File: src/rtl/comb_job_arbiter.sv
// Round-robin front end that shares one C(n,m) engine among NUM_REQ requesters, one job at a time.
// Define COMB_TRIVIAL_BYPASS_EN to answer m>n, m==0, m==n and m==1 locally without the engine.
module comb_job_arbiter #(
    parameter int NUM_REQ = 4,
    parameter int ID_W    = 2
) (
    input  logic                   clk,
    input  logic                   rst,
    input  logic [NUM_REQ-1:0]     req,
    input  logic [4*NUM_REQ-1:0]   req_n,
    input  logic [4*NUM_REQ-1:0]   req_m,
    output logic [NUM_REQ-1:0]     ack,
    output logic [12:0]            result,
    output logic [ID_W-1:0]        result_id,
    output logic                   busy,
    output logic                   eng_start,
    output logic [3:0]             eng_n,
    output logic [3:0]             eng_m,
    input  logic                   eng_done,
    input  logic [12:0]            eng_result
);

    typedef enum logic [1:0] {IDLE, LAUNCH, RUN, REPLY} state_t;

    state_t          state_q, state_d;
    logic [ID_W-1:0] rr_ptr_q, rr_ptr_d;
    logic [ID_W-1:0] gnt_id_q, gnt_id_d;
    logic [ID_W-1:0] result_id_q, result_id_d;
    logic [3:0]      eng_n_q, eng_n_d;
    logic [3:0]      eng_m_q, eng_m_d;
    logic [12:0]     result_q, result_d;
    logic            done_q;

    logic            found;
    logic [ID_W-1:0] pick;
    logic [3:0]      pick_n;
    logic [3:0]      pick_m;

`ifdef COMB_TRIVIAL_BYPASS_EN
    function automatic logic is_trivial(input logic [3:0] n, input logic [3:0] m);
        return (m > n) || (m == 4'd0) || (m == n) || (m == 4'd1);
    endfunction

    function automatic logic [12:0] trivial_result(input logic [3:0] n, input logic [3:0] m);
        if (m > n)
            return 13'd0;
        if ((m == 4'd0) || (m == n))
            return 13'd1;
        return {9'd0, n};
    endfunction
`endif

    // Scan starts just after the last winner, so the last winner has lowest priority.
    always_comb begin
        logic [ID_W-1:0] cand;
        found = 1'b0;
        pick  = '0;
        cand  = '0;
        for (int k = 1; k <= NUM_REQ; k++) begin
            cand = ID_W'((int'(rr_ptr_q) + k) % NUM_REQ);
            if (!found && req[cand]) begin
                found = 1'b1;
                pick  = cand;
            end
        end
        pick_n = req_n[4*pick +: 4];
        pick_m = req_m[4*pick +: 4];
    end

    always_comb begin
        state_d     = state_q;
        rr_ptr_d    = rr_ptr_q;
        gnt_id_d    = gnt_id_q;
        eng_n_d     = eng_n_q;
        eng_m_d     = eng_m_q;
        result_d    = result_q;
        result_id_d = result_id_q;
        case (state_q)
            IDLE: begin
                if (found) begin
                    rr_ptr_d = pick;
                    gnt_id_d = pick;
                    eng_n_d  = pick_n;
                    eng_m_d  = pick_m;
                    state_d  = LAUNCH;
`ifdef COMB_TRIVIAL_BYPASS_EN
                    if (is_trivial(pick_n, pick_m)) begin
                        result_d    = trivial_result(pick_n, pick_m);
                        result_id_d = pick;
                        state_d     = REPLY;
                    end
`endif
                end
            end
            LAUNCH: state_d = RUN;
            RUN: begin
                // Only a fresh rising edge counts; a done level left from the previous job is stale.
                if (eng_done && !done_q) begin
                    result_d    = eng_result;
                    result_id_d = gnt_id_q;
                    state_d     = REPLY;
                end
            end
            REPLY:   state_d = IDLE;
            default: state_d = IDLE;
        endcase
    end

    always_comb begin
        ack = '0;
        if (state_q == REPLY)
            ack[gnt_id_q] = 1'b1;
    end

    assign busy      = (state_q != IDLE);
    assign eng_start = (state_q == LAUNCH);
    assign eng_n     = eng_n_q;
    assign eng_m     = eng_m_q;
    assign result    = result_q;
    assign result_id = result_id_q;

    always_ff @(posedge clk or posedge rst) begin
        if (rst) begin
            state_q     <= IDLE;
            rr_ptr_q    <= ID_W'(NUM_REQ - 1);
            gnt_id_q    <= '0;
            eng_n_q     <= '0;
            eng_m_q     <= '0;
            result_q    <= '0;
            result_id_q <= '0;
            done_q      <= 1'b0;
        end else begin
            state_q     <= state_d;
            rr_ptr_q    <= rr_ptr_d;
            gnt_id_q    <= gnt_id_d;
            eng_n_q     <= eng_n_d;
            eng_m_q     <= eng_m_d;
            result_q    <= result_d;
            result_id_q <= result_id_d;
            done_q      <= eng_done;
        end
    end

endmodule

File: config.mk
export PLATFORM = sky130hd
export DESIGN_NAME = comb_job_arbiter
export DESIGN_NICKNAME = d
export VERILOG_FILES = /design/src/rtl/comb_job_arbiter.sv
export SDC_FILE = /design/constraint.sdc
export NUM_CORES = 1
export LEC_CHECK = 0
export ABC_AREA = 1
export ABC_CLOCK_PERIOD_IN_PS = 1700
export CORE_MARGIN = 1
export CORE_UTILIZATION = 40
export CTS_BUF_LIST = sky130_fd_sc_hd__clkbuf_8
export CTS_CLUSTER_DIAMETER = 120
export DETAILED_ROUTE_END_ITERATION = 10
export GPL_ROUTABILITY_DRIVEN = 0
export PLACE_DENSITY_LB_ADDON = 0.12
export SLEW_MARGIN = 25
export SYNTH_ARGS = -nofsm -noshare
export SYNTH_HDL_FRONTEND = slang
export SYNTH_SLANG_ARGS = --single-unit
File: constraint.sdc
create_clock -name clk -period 1.7 [get_ports clk]
set_input_delay 0.34 -clock clk [delete_from_list [all_inputs] [get_ports clk]]
set_output_delay 0.34 -clock clk [all_outputs]
set_load 0.05 [all_outputs]
==> flow_summary_export.csv, run 1 <==
group,metric,value,unit
floorplanning,dieArea,5090,sq um
finish,drive_above_1_share,0.398,
floorplanning,rows,24,
yosys,yosysMostFrequentCell,"nand2_1",
worst_hold_path,hold_path_class,"in -> async",
route,drtAntennaViolNets,0,
cts,cts_hold_buf,0,
finish,n_fill_cell,362,
grt,antenna_found_initial,0,
yosys,syn_area_per_cell,7.91,sq um
floorplanning,core_region_area,4470,sq um
run_status,violations,"DRC, setup timing",
timing,finalSetupViolCount,14,
cts,cts_tree,"done",
yosys,synth-edff-count,0,
timing,finalCritPeriodShare,1.18,
timing,final-hold-violation-count,0,
route,drtIter0Drc,67,
cts,numCtsBuffers,5,
cts,cts-root-buf,"clkbuf_8",
timing,fin_skew,0.00393,ns
cts,cts.clk_slew.worst_paths,0.06,ns
timing,fmax,498,MHz
floorplanning,start_util,0.430,
cts,clock-sinks,30,
cts,htreeDepth,2,
cts,cts_buffer_depth,2,
route,route.detailed.drc,2,
yosys,synth_async_sr_flop_share,1.00,
yosys,synth.distinct_cells,31,
yosys,synthFlopType,"dfrtp_1",
yosys,yosysSeqAreaShare,0.392,
timing,period_minus_slack,2.01,ns
yosys,synth_top_area_frac,0.364,
timing,whs,0.346,ns
yosys,synthTopCellsByCount,"61 x nand2_1, 40 x inv_1, 34 x nand3_1",
floorplanning,dieWidth,71.3,microns
placed_design,dp_hpwl,3660,microns
route,wirelength,5060,microns
worst_setup_path,crit_path_end_kind,"flop",
run_status,status,"finished with violations",
yosys,mappedNetlistNets,300,
worst_setup_path,critPathLaunchType,"flop",
worst_setup_path,critPathArrivalTime,2.17,ns
timing,tightest_slew,0.366,ns
grt,grt_pass1_vias,1859,
worst_setup_path,cp_max_fo,7,
yosys,netlist_instances,243,
worst_setup_path,crit_required,1.86,ns
grt,grt_max_degree,19,
yosys,synth_area_leaders,"dfrtp_1 36%, nand2_1 12%, nand3_1 8.8%",
timing,rsz0062_at_grt,"true",
finish,final_nets,408,
grt,grt_pass1_wl,8000,microns
route,first_pass_iters,7,
floorplanning,die_y,71.3,microns
cts,clk_latency,0.27,ns
yosys,ys_warn_count,0,
timing,drv_slew,0,
grt,grt_use_total,0.200,
yosys,yosysTopAreaCell,"dfrtp_1",
route,wl_per_cell,12.5,microns
yosys,synth-seq-cells,30,
route,vias_per_cell,4.73,
timing,layout_setup_ws,-0.307,ns
floorplanning,ios,81,
finish,antennaDiodeCount,0,
grt,grt-ovfl-total,0,
placed_design,port_buffers,80,
worst_setup_path,crit_type,"reg -> reg",
flow_run,cap_violations,0,
route,dr_total_vias,1909,
yosys,syn_area,1920,sq um
finish,syn_to_final_growth,72.2,%
timing,maxSlewHeadroom,0.756,
-- logic make-up after synthesis --
| family | count (synthesis) | share of synthesized area |
|---|---|---|
| fa+ha+maj | 5 | 0.0325 |
| buf+inv | 51 | 0.122 |
| simple gates | 131 | 0.343 |
| mux | 13 | 0.0761 |
| compound gates | 13 | 0.0351 |
| flops | 30 | 0.392 |
-- metrics by stage --
| stage | area, sq um | std cells | worst slack, ns | setup TNS, ns | util |
|---|---|---|---|---|---|
| final | 3310 | 404 | -0.307 | -3.14 | 0.740 |
| after floorplan | 1960 | 243 | -0.257 | -1.50 | - |
| after global placement | 2950 | 387 | -0.348 | -4.14 | 0.659 |
| after global routing | 3310 | 404 | -0.421 | -4.72 | 0.740 |
| after detailed placement | 2950 | 387 | -0.416 | -4.34 | 0.659 |
| after CTS | 3130 | 398 | -0.229 | -2.28 | 0.700 |
-- path summary, 6_finish.rpt --
check | startpoint | endpoint | slack, ns | cells after the start
max | rr_ptr_q[0] | eng_m[2] | -0.31 | 15
min | rst | eng_m[2] | 0.35 | 2
max reg2reg | rr_ptr_q[0] | eng_m[2] | -0.31 | 15
min reg2reg | eng_n[3] | eng_n[3] | 0.49 | 2
max in group asynchronous | rst | eng_n[2] | 0.85 | 3
min in group clk | eng_n[3] | eng_n[3] | 0.49 | 2
-- sequential cells by signal, summed over array words and instances, names as in the netlist --
name,cells
gnt_id_q,2
done_q,1
rr_ptr_q,2
eng_m,4
state_q,2
result,13
result_id,2
eng_n,4
-- cell type report --
cell class,instances,area (sq um),share of cell area
well taps,52,65.1,0.0197
multi-input cells,163,1150,0.348
inverters,44,175,0.0529
clock inverters,3,13.8,0.00416
clock buffers,5,68.8,0.0208
flip-flops and latches,30,754,0.228
repair buffers,107,1080,0.327
-- layout by cell type, fill, tap and decap left out, types with 2 or more instances in the layout --
cell / n
nor2_1: 4
buf_12: 10
dfrtp_1: 27
ha_1: 4
a21oi_1: 2
clkinv_2: 2
nand2_4: 12
nor2_2: 3
inv_1: 36
dfstp_2: 2
inv_4: 2
buf_6: 2
o21ai_1: 3
inv_2: 6
nand3_1: 27
o21ai_0: 4
clkbuf_8: 5
nand2_1: 49
nand3_2: 7
buf_4: 43
o21ai_2: 2
nand3_4: 2
clkdlybuf4s50_1: 51
mux2_2: 13
nand2_2: 16
nor3_4: 4
-- timing repair --
action,in CTS,in global routing
gates cloned,0,2
resized for setup,20,30
setup buffers,3,4
pin swaps,2,5
endpoints found under the setup margin,18,19
-- metal layers --
metal,vias up,wire length (microns),track usage
met5,-,0,0
met4,0,49,0.0622
met3,4,197,0.0436
met2,46,2630,0.343
met1,879,2180,0.252
li1,980,-,-
-- critical path, stage by stage (launching register included) --
cell and delay, ns:
dfstp_2 0.58, buf_4 0.14, nand2_1 0.09, nand2_4 0.08, nand2_1 0.06, nand2_2 0.09
nand2_2 0.07, nand2_1 0.07, nand2_2 0.06, nand2_4 0.14, clkbuf_16 0.17, nand3_1 0.08
nand3_1 0.10, nand2_1 0.06, nand2_1 0.05, nand2_1 0.04
Power of run 1 is not shown: default switching activity piles up to over one toggle a cycle in this logic, so the estimate is an artifact.
==> run 2, diff against run 1 <==
--- a/config.mk
+++ b/config.mk
@@ -7,6 +7,7 @@
 export LEC_CHECK = 0
 export ABC_AREA = 1
 export ABC_CLOCK_PERIOD_IN_PS = 1700
+export CAP_MARGIN = 20
 export CORE_MARGIN = 1
 export CORE_UTILIZATION = 40
 export CTS_BUF_LIST = sky130_fd_sc_hd__clkbuf_8
==> constraint.sdc (replaced) <==
create_clock -name clk -period 1.7 [get_ports clk]
set_input_delay 0.34 -clock clk [delete_from_list [all_inputs] [get_ports clk]]
set_output_delay 0.34 -clock clk [all_outputs]
set_load 0.01 [all_outputs]
==> flow_summary_export.csv, run 2 (synthesized netlist as in run 1, its figures left out) <==
group,metric,value,unit
floorplanning,die_y,71.3,microns
timing,drv_slew,0,
finish,seqCellArea,753,sq um
route,route.detailed.drc,5,
worst_setup_path,crit_required,1.86,ns
run_status,status,"finished with violations",
route,drtAntennaViolNets,0,
cts,cts-root-buf,"clkbuf_8",
timing,tightest_slew,0.371,ns
grt,grt_max_degree,25,
cts,htreeDepth,2,
finish,multi_input_area,1030,sq um
worst_setup_path,crit_path_end_kind,"flop",
timing,final-hold-violation-count,0,
worst_hold_path,hold_path_class,"in -> async",
cts,cts_tree,"done",
placed_design,dp_hpwl,3530,microns
route,dr_total_vias,1894,
placed_design,port_buffers,80,
placed_design,dp_cells,389,
floorplanning,dieArea,5090,sq um
worst_setup_path,path_cells,"nand2_1 > nand2_2 > nand2_1 > nand2_1 > nand2_1 > nand2_1 > nand2_2 > nand2_4 > nand2_8 > or2_1 > nand3_1 > nand3_1",
cts,clock-sinks,30,
floorplanning,dieWidth,71.3,microns
finish,mostFrequentLayoutCells,"74 x clkdlybuf4s50_1, 53 x nand2_1, 38 x inv_1",
power_and_ir_drop,power_frac_comb,0.709,
finish,final_nets,407,
timing,maxSlewHeadroom,0.750,
timing,period_minus_slack,1.93,ns
route,wirelength,4790,microns
cts,numCtsBuffers,5,
finish,fin_cells,403,
worst_setup_path,cp_max_fo,18,
route,wl_per_cell,11.9,microns
power_and_ir_drop,swShare,0.433,
grt,antenna_found_initial,0,
finish,largest_reg_flops,13,
finish,antennaDiodeCount,0,
worst_setup_path,max_stage_delay,0.65,ns
flow_run,cap_violations,0,
timing,fin_skew,0.00437,ns
power_and_ir_drop,p_int,0.00367,W
timing,fmax,518,MHz
finish,n_fill_cell,384,
finish,syn_to_final_growth,63.9,%
worst_setup_path,critPathArrivalTime,2.09,ns
route,vias_per_cell,4.70,
timing,layout_setup_ws,-0.229,ns
floorplanning,core_region_area,4470,sq um
grt,grt_pass1_wl,8020,microns
route,first_pass_iters,7,
floorplanning,start_util,0.430,
power_and_ir_drop,fin_total_pwr,0.00649,W
timing,rsz0062_at_grt,"true",
power_and_ir_drop,leakage,1.58,nW
finish,final_common_cell,"clkdlybuf4s50_1",
power_and_ir_drop,p_sw,0.00281,W
timing,whs,0.315,ns
power_and_ir_drop,p_clk_frac,0.089,
worst_setup_path,crit_slowest_cell,"dfstp_2",
grt,grt_use_total,0.200,
worst_setup_path,crit_path_frequent_cell,"nand2_1",
worst_setup_path,critPathLaunchType,"flop",
floorplanning,ios,81,
floorplanning,rows,24,
grt,grt-ovfl-total,0,
timing,finalSetupViolCount,14,
cts,cts_buffer_depth,2,
worst_setup_path,crit_type,"reg -> reg",
grt,grt_pass1_vias,1837,
route,drtIter0Drc,114,
worst_setup_path,reg2reg_slack,-0.23,ns
finish,drive_above_1_share,0.285,
cts,clk_latency,0.28,ns
run_status,violations,"DRC, setup timing",
cts,cts.clk_slew.worst_paths,0.06,ns
power_and_ir_drop,ir_drop,1110,uV
power_and_ir_drop,seq_power_share,0.202,
power_and_ir_drop,powerDensity,2060,nW/um^2
timing,finalCritPeriodShare,1.13,
[run 2: final timing paths]
kind,from,end,depth (start not counted)
worst max-delay path,rr_ptr_q[0],eng_m[0],12
worst min-delay path,rst,eng_n[1],2
worst max register to register,rr_ptr_q[0],eng_m[0],12
worst min register to register,eng_m[2],eng_m[2],2
max in group asynchronous,rst,result[5],3
min in group clk,eng_m[2],eng_m[2],2
[run 2: what timing repair did]
action	CTS	global route
setup buffers	4	1
pin swaps	3	0
gates cloned	1	0
endpoints found under the setup margin	20	17
resized for setup	44	5
hold buffers	0	0
[run 2: layer usage]
layer / track usage / up-vias / routed length (microns)
met5: 0 / - / 0
met4: 0.0467 / 0 / 55
met3: 0.0422 / 6 / 193
met2: 0.352 / 45 / 2370
met1: 0.250 / 868 / 2170
li1: - / 975 / -
[run 2: worst max-delay path: cells and delay by family, from the launching register on]
kind	cells	cell delay (ns)
DFF	1	0.65
and+or+nand+nor	12	1.16
[run 2: final cells by class]
type                            count  area share
Clock inverter                      2     0.00278
Inverter                           44      0.0548
Timing Repair Buffer              107       0.331
Clock buffer                        6      0.0262
Multi-Input combinational cell    162       0.326
Sequential cell                    30       0.239
Tap cell                           52      0.0206
[run 2: metrics by stage]
| stage | cell area (sq um) | setup WS [ns] | utilization | setup TNS, ns |
|---|---|---|---|---|
| after floorplan | 1940 | -0.0688 | - | -0.445 |
| after global placement | 2940 | -0.333 | 0.658 | -4.18 |
| after detailed placement | 2940 | -0.365 | 0.658 | -4.48 |
| after CTS | 3160 | -0.202 | 0.706 | -2.33 |
| after global routing | 3150 | -0.364 | 0.704 | -4.24 |
| final | 3150 | -0.229 | 0.704 | -2.56 |
[run 2: power groups by stage]
stage                     combinational (W)  clock, W  sequential (W)
after detailed placement            0.00420         0         0.00132
after global placement              0.00415         0         0.00131
final                               0.00460  0.000578         0.00131
after global routing                0.00504  0.000623         0.00136
after floorplan                     0.00254         0         0.00140
after CTS                           0.00461  0.000597         0.00131
No activity file was read; power rests on OpenSTA's default activity.
==> run 3, diff against run 2 <==
--- a/config.mk
+++ b/config.mk
@@ -6,14 +6,14 @@
 export NUM_CORES = 1
 export LEC_CHECK = 0
 export ABC_AREA = 1
-export ABC_CLOCK_PERIOD_IN_PS = 1700
-export CAP_MARGIN = 20
+export CAP_MARGIN = 15
 export CORE_MARGIN = 1
 export CORE_UTILIZATION = 40
 export CTS_BUF_LIST = sky130_fd_sc_hd__clkbuf_8
 export CTS_CLUSTER_DIAMETER = 120
 export DETAILED_ROUTE_END_ITERATION = 10
 export GPL_ROUTABILITY_DRIVEN = 0
+export GPL_TIMING_DRIVEN = 0
 export PLACE_DENSITY_LB_ADDON = 0.12
 export SLEW_MARGIN = 25
 export SYNTH_ARGS = -nofsm -noshare
==> flow_summary_export.csv, run 3 (synthesized netlist as in run 1, its figures left out) <==
group,metric,value,unit
run_status,status,"finished with violations",
run_status,violations,"DRC, setup timing",
worst_setup_path,reg2reg_slack,-0.27,ns
worst_setup_path,crit_type,"reg -> reg",
timing,fin_skew,0.00444,ns
power_and_ir_drop,fin_total_pwr,0.00699,W
grt,grtUsageMet2,0.382,
floorplanning,ios,81,
worst_setup_path,crit_path_end_kind,"flop",
grt,grt-ovfl-total,0,
timing,final-hold-violation-count,0,
floorplanning,core_region_area,4470,sq um
timing,maxSlewHeadroom,0.576,
route,first_pass_iters,7,
floorplanning,dieArea,5090,sq um
timing,drv_slew,0,
grt,grt_pass1_wl,8550,microns
cts,cts.clk_slew.worst_paths,0.06,ns
timing,finalCritPeriodShare,1.16,
power_and_ir_drop,seq_power_share,0.187,
timing,period_minus_slack,1.97,ns
worst_hold_path,hold_path_class,"in -> async",
cts,cts-root-buf,"clkbuf_8",
route,wl_per_cell,13.1,microns
floorplanning,start_util,0.430,
finish,syn_to_final_growth,66.1,%
grt,antenna_found_initial,0,
route,wirelength,5240,microns
grt,use_met3,0.0464,
power_and_ir_drop,ir_drop,1220,uV
worst_setup_path,critPathArrivalTime,2.14,ns
power_and_ir_drop,p_sw,0.00312,W
grt,grt_use_total,0.216,
power_and_ir_drop,p_int,0.00387,W
cts,cts_tree,"done",
flow_run,cap_violations,0,
cts,numCtsBuffers,5,
route,drtAntennaViolNets,0,
cts,cts_hold_buf,0,
finish,drive_above_1_share,0.308,
placed_design,dp_cells,375,
floorplanning,rows,24,
timing,tightest_slew,0.635,ns
floorplanning,dieWidth,71.3,microns
finish,final_nets,403,
power_and_ir_drop,p_clk_frac,0.083,
grt,busiest_layer,"met2",
worst_setup_path,critPathLaunchType,"flop",
worst_setup_path,cp_max_fo,8,
floorplanning,die_y,71.3,microns
timing,fmax,507,MHz
finish,antennaDiodeCount,0,
finish,n_fill_cell,362,
worst_setup_path,crit_required,1.87,ns
placed_design,dp_hpwl,3500,microns
route,dr_total_vias,1945,
power_and_ir_drop,power_frac_comb,0.730,
route,drtIter0Drc,84,
route,vias_per_cell,4.87,
cts,cts_buffer_depth,2,
finish,fin_area,3190,sq um
finish,seqCellArea,753,sq um
finish,largest_reg_flops,13,
cts,clock-sinks,30,
placed_design,placed_cell_area,2800,sq um
timing,layout_setup_ws,-0.271,ns
finish,fin_cells,399,
finish,final_common_cell,"clkdlybuf4s50_1",
grt,met1_usage,0.270,
finish,multi_input_area,1100,sq um
power_and_ir_drop,powerDensity,2190,nW/um^2
finish,post-route-util,0.714,
placed_design,port_buffers,80,
power_and_ir_drop,leakage,1.58,nW
timing,finalSetupViolCount,14,
timing,rsz0062_at_grt,"true",
cts,clk_latency,0.28,ns
cts,htreeDepth,2,
finish,mostFrequentLayoutCells,"74 x clkdlybuf4s50_1, 49 x nand2_1, 36 x inv_1",
grt,grt_pass1_vias,1884,
power_and_ir_drop,swShare,0.446,
grt,grt_max_degree,31,
timing,finalSetupTns,-2.79,ns
route,route.detailed.drc,5,
[run 3: cell types whose count changed in the layout (fill, tap and decap cells not counted), sizes merged]
cell,before,now
buf,29,24
nand2,77,78
[run 3: per-layer routing]
layer / routed length, microns / share of wire
met5: 0 / 0
met4: 56 / 0.011
met3: 317 / 0.061
met2: 2620 / 0.50
met1: 2250 / 0.43
[run 3: worst paths after layout]
| check | from | end | cells past startpoint |
|---|---|---|---|
| max | rr_ptr_q[0] | eng_m[2] | 15 |
| min | rst | result[7] | 2 |
| max reg2reg | rr_ptr_q[0] | eng_m[2] | 15 |
| min reg2reg | eng_n[1] | eng_n[1] | 2 |
| max in group asynchronous | rst | state_q[1] | 2 |
| min in group clk | eng_n[1] | eng_n[1] | 2 |
[run 3: stage by stage]
| step | hold WS, ns | setup WS [ns] |
|---|---|---|
| CTS | 0.480 | -0.230 |
| global route | 0.512 | -0.402 |
| floorplan | 0.371 | -0.0688 |
| global placement | 0.463 | -0.410 |
| finish | 0.470 | -0.271 |
| detailed placement | 0.465 | -0.438 |
[run 3: worst max-delay path: stages (launching register included)]
cell and delay (ns):
dfstp_2 0.54, buf_8 0.13, nand2_1 0.10, nand2_4 0.10, nand2_1 0.05, nand2_1 0.08
nand2_2 0.07, nand2_2 0.07, nand2_2 0.06, nand2_4 0.14, buf_4 0.17, nand3_1 0.10
nand3_2 0.09, nand2_1 0.06, nand2_1 0.05, nand2_1 0.04
[run 3: power by group through the flow]
stage	logic, W	registers [W]	clock network [W]
finish	0.00510	0.00130	0.000582
global route	0.00555	0.00135	0.000622
CTS	0.00467	0.00129	0.000584
detailed placement	0.00395	0.00129	0
global placement	0.00389	0.00128	0
floorplan	0.00254	0.00140	0
[run 3: what timing repair did]
action | CTS | global route
setup buffers | 13 | 0
cloned | 2 | 1
pin swaps | 2 | 15
gates resized for setup | 52 | 23
setup endpoints to repair | 27 | 25
[run 3: cell type report]
type                            count  share of cell area
Multi-Input combinational cell    163               0.345
Timing Repair Buffer               95               0.287
Sequential cell                    30               0.236
Inverter                           44              0.0556
Buffer                              7              0.0274
Clock buffer                        6              0.0259
Tap cell                           52              0.0204
Clock inverter                      2             0.00274
